[src/rtl/jtag_pkg.sv]
// Shared TAP definitions: state encodings, instruction opcodes and register widths.
package jtag_pkg;

  localparam int IR_LEN = 4;
  localparam int DR_LEN = 32;

  localparam logic [IR_LEN-1:0] IR_IDCODE   = 4'h1;
  localparam logic [IR_LEN-1:0] IR_USERDATA = 4'h8;
  localparam logic [IR_LEN-1:0] IR_BYPASS   = 4'hF;
  localparam logic [IR_LEN-1:0] IR_CAPTURE  = 4'b0001;

  // Encodings follow the IEEE 1149.1 suggested state assignment.
  typedef enum logic [3:0] {
    TAP_EXIT2_DR   = 4'h0,
    TAP_EXIT1_DR   = 4'h1,
    TAP_SHIFT_DR   = 4'h2,
    TAP_PAUSE_DR   = 4'h3,
    TAP_SELECT_IR  = 4'h4,
    TAP_UPDATE_DR  = 4'h5,
    TAP_CAPTURE_DR = 4'h6,
    TAP_SELECT_DR  = 4'h7,
    TAP_EXIT2_IR   = 4'h8,
    TAP_EXIT1_IR   = 4'h9,
    TAP_SHIFT_IR   = 4'hA,
    TAP_PAUSE_IR   = 4'hB,
    TAP_IDLE       = 4'hC,
    TAP_UPDATE_IR  = 4'hD,
    TAP_CAPTURE_IR = 4'hE,
    TAP_RESET      = 4'hF
  } tap_state_e;

  typedef enum logic [1:0] {
    SEL_BYPASS,
    SEL_IDCODE,
    SEL_USER
  } dr_sel_e;

  // Unknown opcodes fall back to BYPASS.
  function automatic dr_sel_e decode_ir(input logic [IR_LEN-1:0] ir);
    dr_sel_e sel;
    case (ir)
      IR_IDCODE:   sel = SEL_IDCODE;
      IR_USERDATA: sel = SEL_USER;
      default:     sel = SEL_BYPASS;
    endcase
    return sel;
  endfunction

endpackage

[src/rtl/jtag_sync.sv]
// Multi-flop synchronizer for one JTAG pin, with rise/fall pulses on the synchronized level.
module jtag_sync #(
  parameter int   STAGES = 2,
  parameter logic INIT   = 1'b0
) (
  input  logic clk,
  input  logic srst,
  input  logic d,
  output logic q,
  output logic rise,
  output logic fall
);

  logic [STAGES-1:0] stage_reg;
  logic [STAGES:0]   chain;
  logic              q_dly_reg;

  assign chain = {stage_reg, d};
  assign q     = chain[STAGES];

  always_ff @(posedge clk) begin
    if (srst) begin
      stage_reg <= {STAGES{INIT}};
      q_dly_reg <= INIT;
    end else begin
      stage_reg <= chain[STAGES-1:0];
      q_dly_reg <= q;
    end
  end

  assign rise = q & ~q_dly_reg;
  assign fall = ~q & q_dly_reg;

endmodule

[src/rtl/jtag_tap_target.sv]
// JTAG TAP oversampled in the CLK domain: IDCODE, USERDATA and BYPASS data registers.
module jtag_tap_target
  import jtag_pkg::*;
#(
  parameter logic [31:0] IDCODE_VALUE = 32'h1000_0A5F,
  parameter int          SYNC_STAGES  = 2
) (
  input  logic        CLK,
  input  logic        RST,
  input  logic        TCK,
  input  logic        TMS,
  input  logic        TDI,
  input  logic        nTRST,
  output logic        TDO,
  output logic        TDO_OE,
  output logic        RTCK,
  input  logic [31:0] USER_IN,
  output logic [31:0] USER_OUT,
  output logic        USER_UPDATE,
  output logic [3:0]  TAP_STATE
);

  // Bit order {nTRST, TDI, TMS, TCK}; idle levels TCK=0, TMS=1, nTRST=1.
  localparam logic [3:0] SYNC_INIT = 4'b1010;

  logic [3:0] raw_in;
  logic [3:0] sync_q;
  logic [3:0] sync_rise;
  logic [3:0] sync_fall;
  logic       unused_edges;

  assign raw_in = {nTRST, TDI, TMS, TCK};

  genvar gi;
  generate
    for (gi = 0; gi < 4; gi++) begin : g_sync
      jtag_sync #(
        .STAGES(SYNC_STAGES),
        .INIT  (SYNC_INIT[gi])
      ) u_sync (
        .clk (CLK),
        .srst(RST),
        .d   (raw_in[gi]),
        .q   (sync_q[gi]),
        .rise(sync_rise[gi]),
        .fall(sync_fall[gi])
      );
    end
  endgenerate

  logic tck_s, tms_s, tdi_s, trst_n_s, tck_rise, tck_fall;
  assign tck_s        = sync_q[0];
  assign tms_s        = sync_q[1];
  assign tdi_s        = sync_q[2];
  assign trst_n_s     = sync_q[3];
  assign tck_rise     = sync_rise[0];
  assign tck_fall     = sync_fall[0];
  assign unused_edges = ^{sync_rise[3:1], sync_fall[3:1]};

  tap_state_e state_reg, state_next;

  always_ff @(posedge CLK) begin
    if (RST) state_reg <= TAP_RESET;
    else     state_reg <= state_next;
  end

  // nTRST outranks a coincident TCK rise.
  always_comb begin
    state_next = state_reg;
    if (!trst_n_s) begin
      state_next = TAP_RESET;
    end else if (tck_rise) begin
      unique case (state_reg)
        TAP_RESET:      state_next = tms_s ? TAP_RESET     : TAP_IDLE;
        TAP_IDLE:       state_next = tms_s ? TAP_SELECT_DR : TAP_IDLE;
        TAP_SELECT_DR:  state_next = tms_s ? TAP_SELECT_IR : TAP_CAPTURE_DR;
        TAP_CAPTURE_DR: state_next = tms_s ? TAP_EXIT1_DR  : TAP_SHIFT_DR;
        TAP_SHIFT_DR:   state_next = tms_s ? TAP_EXIT1_DR  : TAP_SHIFT_DR;
        TAP_EXIT1_DR:   state_next = tms_s ? TAP_UPDATE_DR : TAP_PAUSE_DR;
        TAP_PAUSE_DR:   state_next = tms_s ? TAP_EXIT2_DR  : TAP_PAUSE_DR;
        TAP_EXIT2_DR:   state_next = tms_s ? TAP_UPDATE_DR : TAP_SHIFT_DR;
        TAP_UPDATE_DR:  state_next = tms_s ? TAP_SELECT_DR : TAP_IDLE;
        TAP_SELECT_IR:  state_next = tms_s ? TAP_RESET     : TAP_CAPTURE_IR;
        TAP_CAPTURE_IR: state_next = tms_s ? TAP_EXIT1_IR  : TAP_SHIFT_IR;
        TAP_SHIFT_IR:   state_next = tms_s ? TAP_EXIT1_IR  : TAP_SHIFT_IR;
        TAP_EXIT1_IR:   state_next = tms_s ? TAP_UPDATE_IR : TAP_PAUSE_IR;
        TAP_PAUSE_IR:   state_next = tms_s ? TAP_EXIT2_IR  : TAP_PAUSE_IR;
        TAP_EXIT2_IR:   state_next = tms_s ? TAP_UPDATE_IR : TAP_SHIFT_IR;
        TAP_UPDATE_IR:  state_next = tms_s ? TAP_SELECT_DR : TAP_IDLE;
      endcase
    end
  end

  logic [IR_LEN-1:0] ir_shift_reg, ir_reg;
  logic [DR_LEN-1:0] dr_shift_reg;
  logic              bypass_reg;
  logic              tdo_reg, tdo_oe_reg;
  logic [31:0]       user_out_reg;
  logic              user_update_reg;
  dr_sel_e           dr_sel;

  assign dr_sel = decode_ir(ir_reg);

  always_ff @(posedge CLK) begin
    if (RST) begin
      ir_shift_reg    <= '0;
      ir_reg          <= IR_IDCODE;
      dr_shift_reg    <= '0;
      bypass_reg      <= 1'b0;
      tdo_reg         <= 1'b0;
      tdo_oe_reg      <= 1'b0;
      user_out_reg    <= '0;
      user_update_reg <= 1'b0;
    end else begin
      user_update_reg <= 1'b0;
      if (!trst_n_s) begin
        ir_reg     <= IR_IDCODE;
        tdo_oe_reg <= 1'b0;
      end else begin
        if (state_reg == TAP_RESET) ir_reg <= IR_IDCODE;

        // Capture and shift act on the TCK rising edge.
        if (tck_rise) begin
          case (state_reg)
            TAP_CAPTURE_IR: ir_shift_reg <= IR_CAPTURE;
            TAP_SHIFT_IR:   ir_shift_reg <= {tdi_s, ir_shift_reg[IR_LEN-1:1]};
            TAP_CAPTURE_DR: begin
              bypass_reg <= 1'b0;
              if (dr_sel == SEL_IDCODE)    dr_shift_reg <= IDCODE_VALUE;
              else if (dr_sel == SEL_USER) dr_shift_reg <= USER_IN;
            end
            TAP_SHIFT_DR: begin
              bypass_reg   <= tdi_s;
              dr_shift_reg <= {tdi_s, dr_shift_reg[DR_LEN-1:1]};
            end
            default: ;
          endcase
        end

        // Output drive and register updates act on the TCK falling edge.
        if (tck_fall) begin
          tdo_oe_reg <= 1'b0;
          case (state_reg)
            TAP_SHIFT_IR: begin
              tdo_reg    <= ir_shift_reg[0];
              tdo_oe_reg <= 1'b1;
            end
            TAP_SHIFT_DR: begin
              tdo_reg    <= (dr_sel == SEL_BYPASS) ? bypass_reg : dr_shift_reg[0];
              tdo_oe_reg <= 1'b1;
            end
            TAP_UPDATE_IR: ir_reg <= ir_shift_reg;
            TAP_UPDATE_DR: begin
              if (dr_sel == SEL_USER) begin
                user_out_reg    <= dr_shift_reg;
                user_update_reg <= 1'b1;
              end
            end
            default: ;
          endcase
        end
      end
    end
  end

  assign TDO         = tdo_reg;
  assign TDO_OE      = tdo_oe_reg;
  assign RTCK        = tck_s;
  assign USER_OUT    = user_out_reg;
  assign USER_UPDATE = user_update_reg;
  assign TAP_STATE   = state_reg;

endmodule

[config.mk]
export PLATFORM = sky130hd
export DESIGN_NAME = jtag_tap_target
export DESIGN_NICKNAME = d
export VERILOG_FILES = /design/src/rtl/jtag_pkg.sv /design/src/rtl/jtag_sync.sv /design/src/rtl/jtag_tap_target.sv
export SDC_FILE = /design/constraint.sdc
export NUM_CORES = 1
export LEC_CHECK = 0
export BUFFER_PORTS_ARGS = -buffer_cell sky130_fd_sc_hd__buf_2
export CORE_MARGIN = 2
export CORE_UTILIZATION = 55
export DETAILED_ROUTE_END_ITERATION = 10
export PLACE_DENSITY = 0.92
export SLEW_MARGIN = 5
export SYNTH_ARGS = -nofsm -noshare
export SYNTH_HDL_FRONTEND = slang
export SYNTH_SLANG_ARGS = --single-unit
[constraint.sdc]
create_clock -name CLK -period 1.75 [get_ports CLK]
set_input_delay 0.0875 -clock CLK [delete_from_list [all_inputs] [get_ports CLK]]
set_output_delay 0.0875 -clock CLK [all_outputs]
set_load 0.005 [all_outputs]
* Yosys cells after proc, flatten, opt, wreduce, memory -nomap -nowiden
Cells that the tools add are included.
** Storage, ports and cells
- Bits of input ports :: 38
- Word-level logic and storage cells :: 83
- Register bits :: 89
- Output and inout bits :: 40
** Operators by class
- Reduce and logical (&&, ||, !) cells :: 16
- Bitwise logic cells :: 7
- Multiplexer cells :: 26
- Equal/unequal tests :: 20
** Operators by type and width (number)
- 2-to-1 mux 32 bit :: 2
- one-hot mux 32 bit (2 select lines) :: 1
- one-hot mux 4 bit (12 select lines) :: 1
- equality test 4 bit, second input constant :: 9
- equality test 4 x 3 -> 1 bit, second input constant :: 4
- 2-to-1 mux 4 bit :: 4
- 2-to-1 mux 2 bit :: 6
- 2-to-1 mux 3 bit :: 4
- AND reduction 3 bit :: 3
- equality test 4 x 1 -> 1 bit, second input constant :: 2
- equality test 4 x 2 -> 1 bit, second input constant :: 2
- one-hot mux 4 bit (2 select lines) :: 1
- AND reduction 4 bit :: 2
- OR reduction 2 bit :: 4
- nonzero test 2 bit :: 3
- inverter 1 bit :: 5
- logical NOT 4 bit :: 1
- 2-to-1 mux 1 bit :: 4
- one-hot mux 1 bit (2 select lines) :: 2
- one-hot mux 2 bit (2 select lines) :: 1
- OR reduction 4 bit :: 1
- != test 3 bit, second input constant :: 1
- OR reduction 3 bit :: 1
- bitwise AND 1 bit :: 2
- 3 further kinds :: 3

* Depth between registers and ports, before layout
Gate-level depths: netlist of run 1.
- Word-level depth :: 6
- Mapped depth :: 7

* Cells and area by module
Synthesis of run 1 repeated with hierarchy kept, for this count alone.
** Unflattened totals
- Cells, all modules :: 436
- Area total of the unflattened synthesis :: 3922.5 µm²
** By module, submodules not included
- jtag_tap_target :: cells an instance 404, area an instance 3554.7 µm², instances 1
- jtag_sync at g_sync[1].u_sync ... :: cells an instance 8, area an instance 92.6 µm², instances 2
- jtag_sync at g_sync[0].u_sync ... :: cells an instance 8, area an instance 91.3 µm², instances 2

* Worst setup path after synthesis of run 1
Ideal clock, no wire load.
- Path type :: reg2reg
- Start point :: reg state_reg[0] (netlist: TAP_STATE[0])
- End point :: reg dr_shift_reg[20]
- Stages on the path, launching flop included :: 7
- Setup slack :: 141 ps
- Path buffers :: 2
- Arrival :: 1464 ps
- Cells stage by stage :: dfxtp_1 -> buf_6 -> nor4b_4 -> a31oi_4 -> buf_6 -> a22oi_1 -> a211oi_2
** On the way
- Cells in the longest elaborated chain, start to end :: 3
** Ends and longest elaborated chain
- start, declared :: RTL line jtag_tap_target.sv:60 : tap_state_e state_reg, state_next;
- start signal, assigned :: RTL line jtag_tap_target.sv:64 : else state_reg <= state_next;
- equality test 4 x 3 -> 1 bit / equality test 4 x 2 -> 1 bit (equally long branches) :: RTL line jtag_tap_target.sv:124 : case (state_reg)
- != test 3 bit (no source line) / nonzero test 2 bit (equally long branches)
- AND reduction 4 bit (no source line)
- end signal, assigned :: RTL line jtag_tap_target.sv:134 : dr_shift_reg <= {tdi_s, dr_shift_reg[DR_LEN-1:1]};
- end, declared :: RTL line jtag_tap_target.sv:95 : logic [DR_LEN-1:0] dr_shift_reg;
Parallel ways exist; a longest one is shown, timed or not.
A chain may end at the register's enable or synchronous reset.

* Worst setup path in the final report of run 1
- Start point :: reg ir_reg[0]
- End point :: reg dr_shift_reg[4]
** On the way
- Cells in the longest elaborated chain, start to end :: 5
** Ends and longest elaborated chain
- start, declared :: RTL line jtag_tap_target.sv:94 : logic [IR_LEN-1:0] ir_shift_reg, ir_reg;
- start signal, assigned :: RTL line jtag_tap_target.sv:152 : TAP_UPDATE_IR: ir_reg <= ir_shift_reg;
- equality test 4 bit / equality test 4 x 1 -> 1 bit (equally long branches) :: RTL line jtag_pkg.sv:41 : case (ir)
- one-hot mux 2 bit (2 select lines) (*) :: RTL line jtag_pkg.sv:41
- equality test 2 x 1 -> 1 bit / equality test 2 bit (equally long branches) :: RTL line jtag_tap_target.sv:129, jtag_tap_target.sv:130
- != test 3 bit (no source line) / 2-to-1 mux 32 bit (equally long branches)
- AND reduction 4 bit (no source line) / one-hot mux 32 bit (2 select lines) (equally long branches)
Every way passes the cells marked *; elsewhere a longest branch is shown, timed or not.

==> metrics.txt, run 1 <==
worst path cell trace xnor2_1 > o211ai_2 > and2_1 > buf_12 > o31ai_1; vias in the first global route roughly 3200; Core ar. just under 7000 sq um; gp weighted congestion around 0.83; first-pass GRT wire length 14.78 mm; htree depth 3; Die Span Y 88.17 um; largest family of logic cells by synthesized area compound AO/OA/AOI/OAI gates; clock buffer depth 2; grt ovf 0; reg-to-reg endpoint dr_shift_reg[4]$_SDFFE_PP0P_; max-slew violations 0; Adder-Cell Fraction of Synth Area 0%; Synth Register Bits 89; Final Util roughly two thirds; Critical Path End Type flop; worst skew pair latency roughly 0.36 ns; WP data required 2.02 ns; Synth Area in XOR/XNOR less than 1%; Ports 78; depth of the most critical reg-to-reg path 5; Final min period between 1.5 and 2 ns; Total Neg Setup Slack 0 ns; Starting Density a little under three fifths; Startpoint Class flop; Clock Skew a little over 0.01 ns; post-route antenna net violation count 0; worst hold path class input port to flop; Post-Syn Instances between 400 and 500; number of diodes 0; YS warnings 0; CP max stage cell dfxtp_1; Post-synth EDFFs 0; Hold Crit Endpoint dr_shift_reg[11]$_SDFFE_PP0P_; Initial DRC Count between 200 and 250; Inserted Clock Buffers 9; compound-gate portion of the synthesized area around 28%; Clock Sinks 89; CTS clk-pin slew, worst paths approximately 0.09 ns; HP Start USER_IN[11]; share of layout cells above drive strength 1 about 29%; Buf/Inv on CP 1; r2r setup slk between 0.1 and 0.15 ns; CTS root buf clkbuf_8; crit path max fanout 32; Detail Placement HPWL slightly above 6 mm; WL/cell 15.65 um; WS Path Type flop to flop; status finished clean; detailed-route DRC error count 0; Max IR drop VDD ~0.53 mV; predominant post-synthesis flop cell dfxtp_1; Global Route Usage Sum about a quarter; post-route setup slack 0.1125 ns; Worst-Margin Slew about 0.44 ns; Hold Path Depth 3; Synth Net Count 476; drt total wl around 9.5 mm; Final Hold Vio Count 0; Post-Synth Simple-Gate Area ~17%; final setup fails 0; CP Data Arrival Time ~1.9 ns; FP Rows 30; Slew HR 70.91%; DR vias/cell 5.803; CP peak stage delay around 0.55 ns; Final nets 546; Worst R2R Start ir_reg[0]$_SDFF_PP1_; Die X roughly 90 um; Pleak between 1.5 and 2 nW; Max Fclk 610.7 MHz; ys async rst share 0%; antenna violations before repair 0; Unique masters post-synth 47; Post-Place Setup Slack 0.09264 ns; CTS tree yes; max capacitance violation total 0; register area share after synthesis 45.73%; power density over the cells between 700 and 800 nW/um^2; pin count of the biggest net entering global routing 49; Tcrit/Tclk final between 90% and 100%; Post-Syn Area ~3900 sq um; drt pass-1 iters 5; Die ar. between 7000 and 8000 sq um; P&R area growth vs syn 18.34%; # port buffers 77; total power 3.595 mW; Vias around 3500; Mapped Avg Cell Area just under 9 sq um; CP top delay family flip-flops; hold_ws between 0.02 and 0.03 ns; post-synthesis mux area share under 10%
[cell usage after synthesis (3+ instances only)]
library cell / n / share of area (%)
a211oi_1: 4 / 0.77
nor2_1: 12 / 1.2
a22oi_1: 21 / 4.0
o31ai_1: 4 / 0.77
buf_2: 11 / 1.4
and2_1: 3 / 0.48
o2111ai_1: 9 / 2.0
o21ai_1: 6 / 0.77
mux2i_1: 6 / 1.5
buf_4: 4 / 0.77
clkbuf_1: 19 / 1.8
a211oi_2: 20 / 6.4
buf_6: 7 / 2.0
inv_1: 12 / 1.2
or2_2: 5 / 0.80
dfxtp_1: 89 / 46
o21ai_0: 9 / 1.2
nor2b_1: 11 / 1.8
nand4_1: 3 / 0.48
a21oi_1: 73 / 9.4
nand2b_1: 10 / 1.6
nand2_1: 69 / 6.6
[worst max-delay path by stage]
stage	to	slack [ns]	cells past startpoint	start
4_1_cts	dr_shift_reg[15]$_SDFFE_PP0P_	0.03	4	TAP_STATE[1]$_SDFFE_PP1P_
3_3_place_gp	dr_shift_reg[7]$_SDFFE_PP0P_	0.17	4	TAP_STATE[1]$_SDFFE_PP1P_
2_1_floorplan	dr_shift_reg[20]$_SDFFE_PP0P_	0.14	6	TAP_STATE[0]$_SDFFE_PP1P_
6_report	dr_shift_reg[4]$_SDFFE_PP0P_	0.11	5	ir_reg[0]$_SDFF_PP1_
5_1_grt	dr_shift_reg[7]$_SDFFE_PP0P_	-0.01	5	ir_reg[0]$_SDFF_PP1_
3_5_place_dp	dr_shift_reg[7]$_SDFFE_PP0P_	0.09	4	TAP_STATE[1]$_SDFFE_PP1P_
[power by group]
| group | switching [mW] | leakage, nW | internal (mW) |
|---|---|---|---|
| logic | 0.0846 | 0.897 | 0.0678 |
| registers | 0.00946 | 0.719 | 2.03 |
| clock network | 0.740 | 0.0921 | 0.660 |
[cells in the final DEF (no fill, tap or decap), types with 3 or more instances in the layout]
master         instances
inv_1                 12
a21oi_1               73
o21ai_0                9
nor2b_1               11
o31ai_1                4
a22oi_1               21
buf_4                 14
nand2_1               69
mux2i_1                6
nand2b_1              10
dfxtp_1               89
o21ai_1                6
clkbuf_8               9
buf_12                 3
a211oi_1               4
nand4_1                3
a211oi_2              20
buf_2                 76
or2_2                  5
nor2_1                11
o2111ai_1              9
dlygate4sd3_1          4
and2_1                 4
[layer usage]
layer	vias up	share of wire [%]	GRT usage, %
met4	0	3.2	11.29
met3	24	6.8	3.393
li1	1690	-	-
met2	162	47	39.44
met1	1652	43	31.35
met5	-	0	0
[through the flow]
stage                     cell area (sq um)  cells
after floorplan                        3896    438
after global placement                 4340    587
after detailed placement               4340    587
after CTS                              4572    606
after global routing                   4611    608
final                                  4611    608
[layout make-up]
cell class                      count  area, sq um
Clock inverter                      6        67.56
Clock buffer                        9        123.9
Multi-Input combinational cell    297         1864
Timing Repair Buffer               99        608.1
Sequential cell                    89         1782
Tap cell                           96        120.1
Fill cell                         551         2221
Inverter                           12        45.04
[worst register-to-register path, delay by kind of cell (launching register included)]
family / cells / cell delay (ns)
AO/OA/AOI/OAI: 2 / 0.37
AND/OR/NAND/NOR: 1 / 0.21
buffers and inverters: 1 / 0.18
XOR/XNOR: 1 / 0.25
flip-flops: 1 / 0.55
[kinds of logic (layout without fill, tap and decap cells)]
kind of cell    Yosys count  after routing
compound gates          157            158
xor+xnor                  1              1
buf+inv                  53            126
flops                    89             89
mux                       6              6
simple gates            132            132
[repair_timing]
action	CTS	global route
endpoints found under the hold margin	4	0
setup buffers	0	1
hold buffers	4	0
gates resized for setup	0	4
endpoints found under the setup margin	0	20
No activity file was read; power rests on OpenSTA's default activity.
==> run 2: changes to the inputs <==
--- a/config.mk
+++ b/config.mk
@@ -13,4 +13,5 @@
 export SLEW_MARGIN = 5
 export SYNTH_ARGS = -nofsm -noshare
 export SYNTH_HDL_FRONTEND = slang
+export SYNTH_HIERARCHICAL = 1
 export SYNTH_SLANG_ARGS = --single-unit
==> metrics.txt, run 2 <==
total power 3.557 mW (-1.1%); Slew HR 76.73% (+5.8 points); Worst-Margin Slew 0.3479 ns (-0.08850 ns); Clock Sinks 89 (unchanged); WS Path Type flop to flop; vias in the first global route 3259 (+1.4%); YS warnings 6 (+6); share of layout cells above drive strength 1 33.79% (+5.1 points); most common cell after layout, fill and taps aside dfxtp_1; Final Hold Vio Count 0 (unchanged); htree depth 3 (unchanged); Detail Placement HPWL 6.276 mm (+3.1%); most frequent cells in the layout dfxtp_1 (88), buf_2 (77), a21oi_1 (66), nand2_1 (47), nand2_2 (28); first-pass GRT wire length 15.37 mm (+4.0%); placed inst area 4369 sq um (+0.66%); max capacitance violation total 0 (unchanged); HP Start RST; failing checks negative setup slack; CP Data Arrival Time 2.05 ns (+0.14 ns); Pleak 1.674 nW (-2.0%); placed insts 569 (-3.1%); RSZ-0062 raised after global routing true; pin count of the biggest net entering global routing 69 (+41%); Tcrit/Tclk final 101.8% (+8.2 points); DR vias/cell 6.076 (+4.7%); Seq. cell area 1785 sq um (+0.21%); crit path max fanout 8 (-75%); Worst R2R Start g_sync[0].u_sync/stage_reg[1]$_SDFF_PP0_; grt ovf 0 (unchanged); Die X 87.16 um (-1.1%); fillers 487 (-12%); post-route antenna net violation count 0 (unchanged); worst skew pair latency 0.37 ns (about the same); CTS root buf clkbuf_8; drt pass-1 iters 5 (unchanged); P&R area growth vs syn 23.39%; Die ar. 7597 sq um (-2.3%); status finished, violations left; gp weighted congestion 0.8938 (+7.5%); Core ar. 6756 sq um (-1.1%); Startpoint Class flop; drt total wl 9.916 mm (+4.2%); # port buffers 77 (unchanged); detailed-route DRC error count 0 (unchanged); WP data required 2.02 ns (about the same); Finished Cell Area 4693 sq um (+1.8%); CTS clk-pin slew, worst paths 0.10 ns (about the same); WL/cell 16.75 um (+7.0%); Vias 3597 (+2.0%); FP Rows 30 (unchanged); Die Span Y 87.16 um (-1.1%); Inserted Clock Buffers 9 (unchanged); worst hold path class input port to flop; multi-input logic area 1874 sq um (+0.54%); CTS tree yes; Global Route Usage Sum 25.48% (+1.4 points); Ports 78 (unchanged); clock buffer depth 2 (unchanged); Final min period 1.781 ns (+0.1439 ns); final setup fails 1 (+1); Clock Skew 0.01789 ns (+0.007573 ns); post-route setup slack -0.03144 ns (-0.1439 ns); Final nets 545 (-0.18%); power density over the cells 757.8 nW/um^2 (-2.8%); Post-Syn Area 3804 sq um (-2.4%); Max Fclk 561.3 MHz (-8.1%); Synth Net Count 462 (-2.9%); Worst setup startpoint g_sync[0].u_sync/stage_reg[1]$_SDFF_PP0_; number of diodes 0 (unchanged); Mapped Avg Cell Area 8.971 sq um (+0.85%); max-slew violations 0 (unchanged); antenna violations before repair 0 (unchanged); Post-Syn Instances 424 (-3.2%); Max IR drop VDD 0.6333 mV (+19%); Critical Path End Type flop; Initial DRC Count 332 (+37%); Final Non-Filler Cells 592 (-2.6%); Starting Density 56.30% (-0.74 points)
[run 2: worst max-delay path, cell delays in order (launching register included)]
cell       delay (ns)
dfxtp_4          0.38
nor2b_2          0.15
nand3b_1         0.10
buf_4            0.17
nor3b_4          0.19
buf_6            0.15
clkbuf_16        0.16
a21oi_1          0.10
a211oi_1         0.29
[run 2: where the power goes]
group	total [mW]	internal [mW]	switching [mW]
Clock	1.36	0.579	0.782
Sequential	2.05	2.03	0.0121
Combinational	0.149	0.0680	0.0808
Total	3.56	2.68	0.875
[run 2: final timing paths]
check	to	slack, ns	cells after the start
setup / recovery	dr_shift_reg[20]$_SDFFE_PP0P_	-0.03	8
hold / removal	g_sync[0].u_sync/stage_reg[0]$_SDFF_PP0_	0.08	2
setup reg to reg	dr_shift_reg[20]$_SDFFE_PP0P_	-0.03	8
hold reg to reg	g_sync[1].u_sync/stage_reg[1]$_SDFF_PP1_	0.41	1
[run 2: cell type report]
class	instances	share of cell area [%]
Sequential cell	89	38.04
Timing Repair Buffer	106	15.76
Multi-Input combinational cell	299	39.94
Clock inverter	5	0.9597
Inverter	2	0.1600
Tap cell	80	2.133
Clock buffer	11	3.013
[run 2: metrics by stage]
stage / hold WS [ns] / setup TNS (ns) / setup slack, ns / util [%]
after floorplan: 0.1591 / -0.07886 / -0.006272 / -
after global routing: 0.08203 / -0.2370 / -0.1029 / 69.46
after detailed placement: 0.2708 / 0 / 0.001770 / 64.67
after global placement: 0.2656 / 0 / 0.1161 / 64.67
final: 0.07606 / -0.03144 / -0.03144 / 69.46
after CTS: 0.07606 / 0 / 0.006029 / 68.09
[run 2: repair_timing]
action                                  in CTS  in global routing
hold buffers                                 4                  0
hold endpoints to repair                     4                  0
gates resized for setup                      1                  9
endpoints found under the setup margin       1                 39
buffers inserted                             0                  1
pin swaps                                    0                  8
cloned                                       0                  2
[run 2: layer usage]
metal	global-route usage (%)	vias up	wire, um
met5	0	-	0
met4	11.89	0	290
met3	4.360	34	750
met2	40.60	196	4704
met1	33.77	1662	4170
li1	-	1705	-
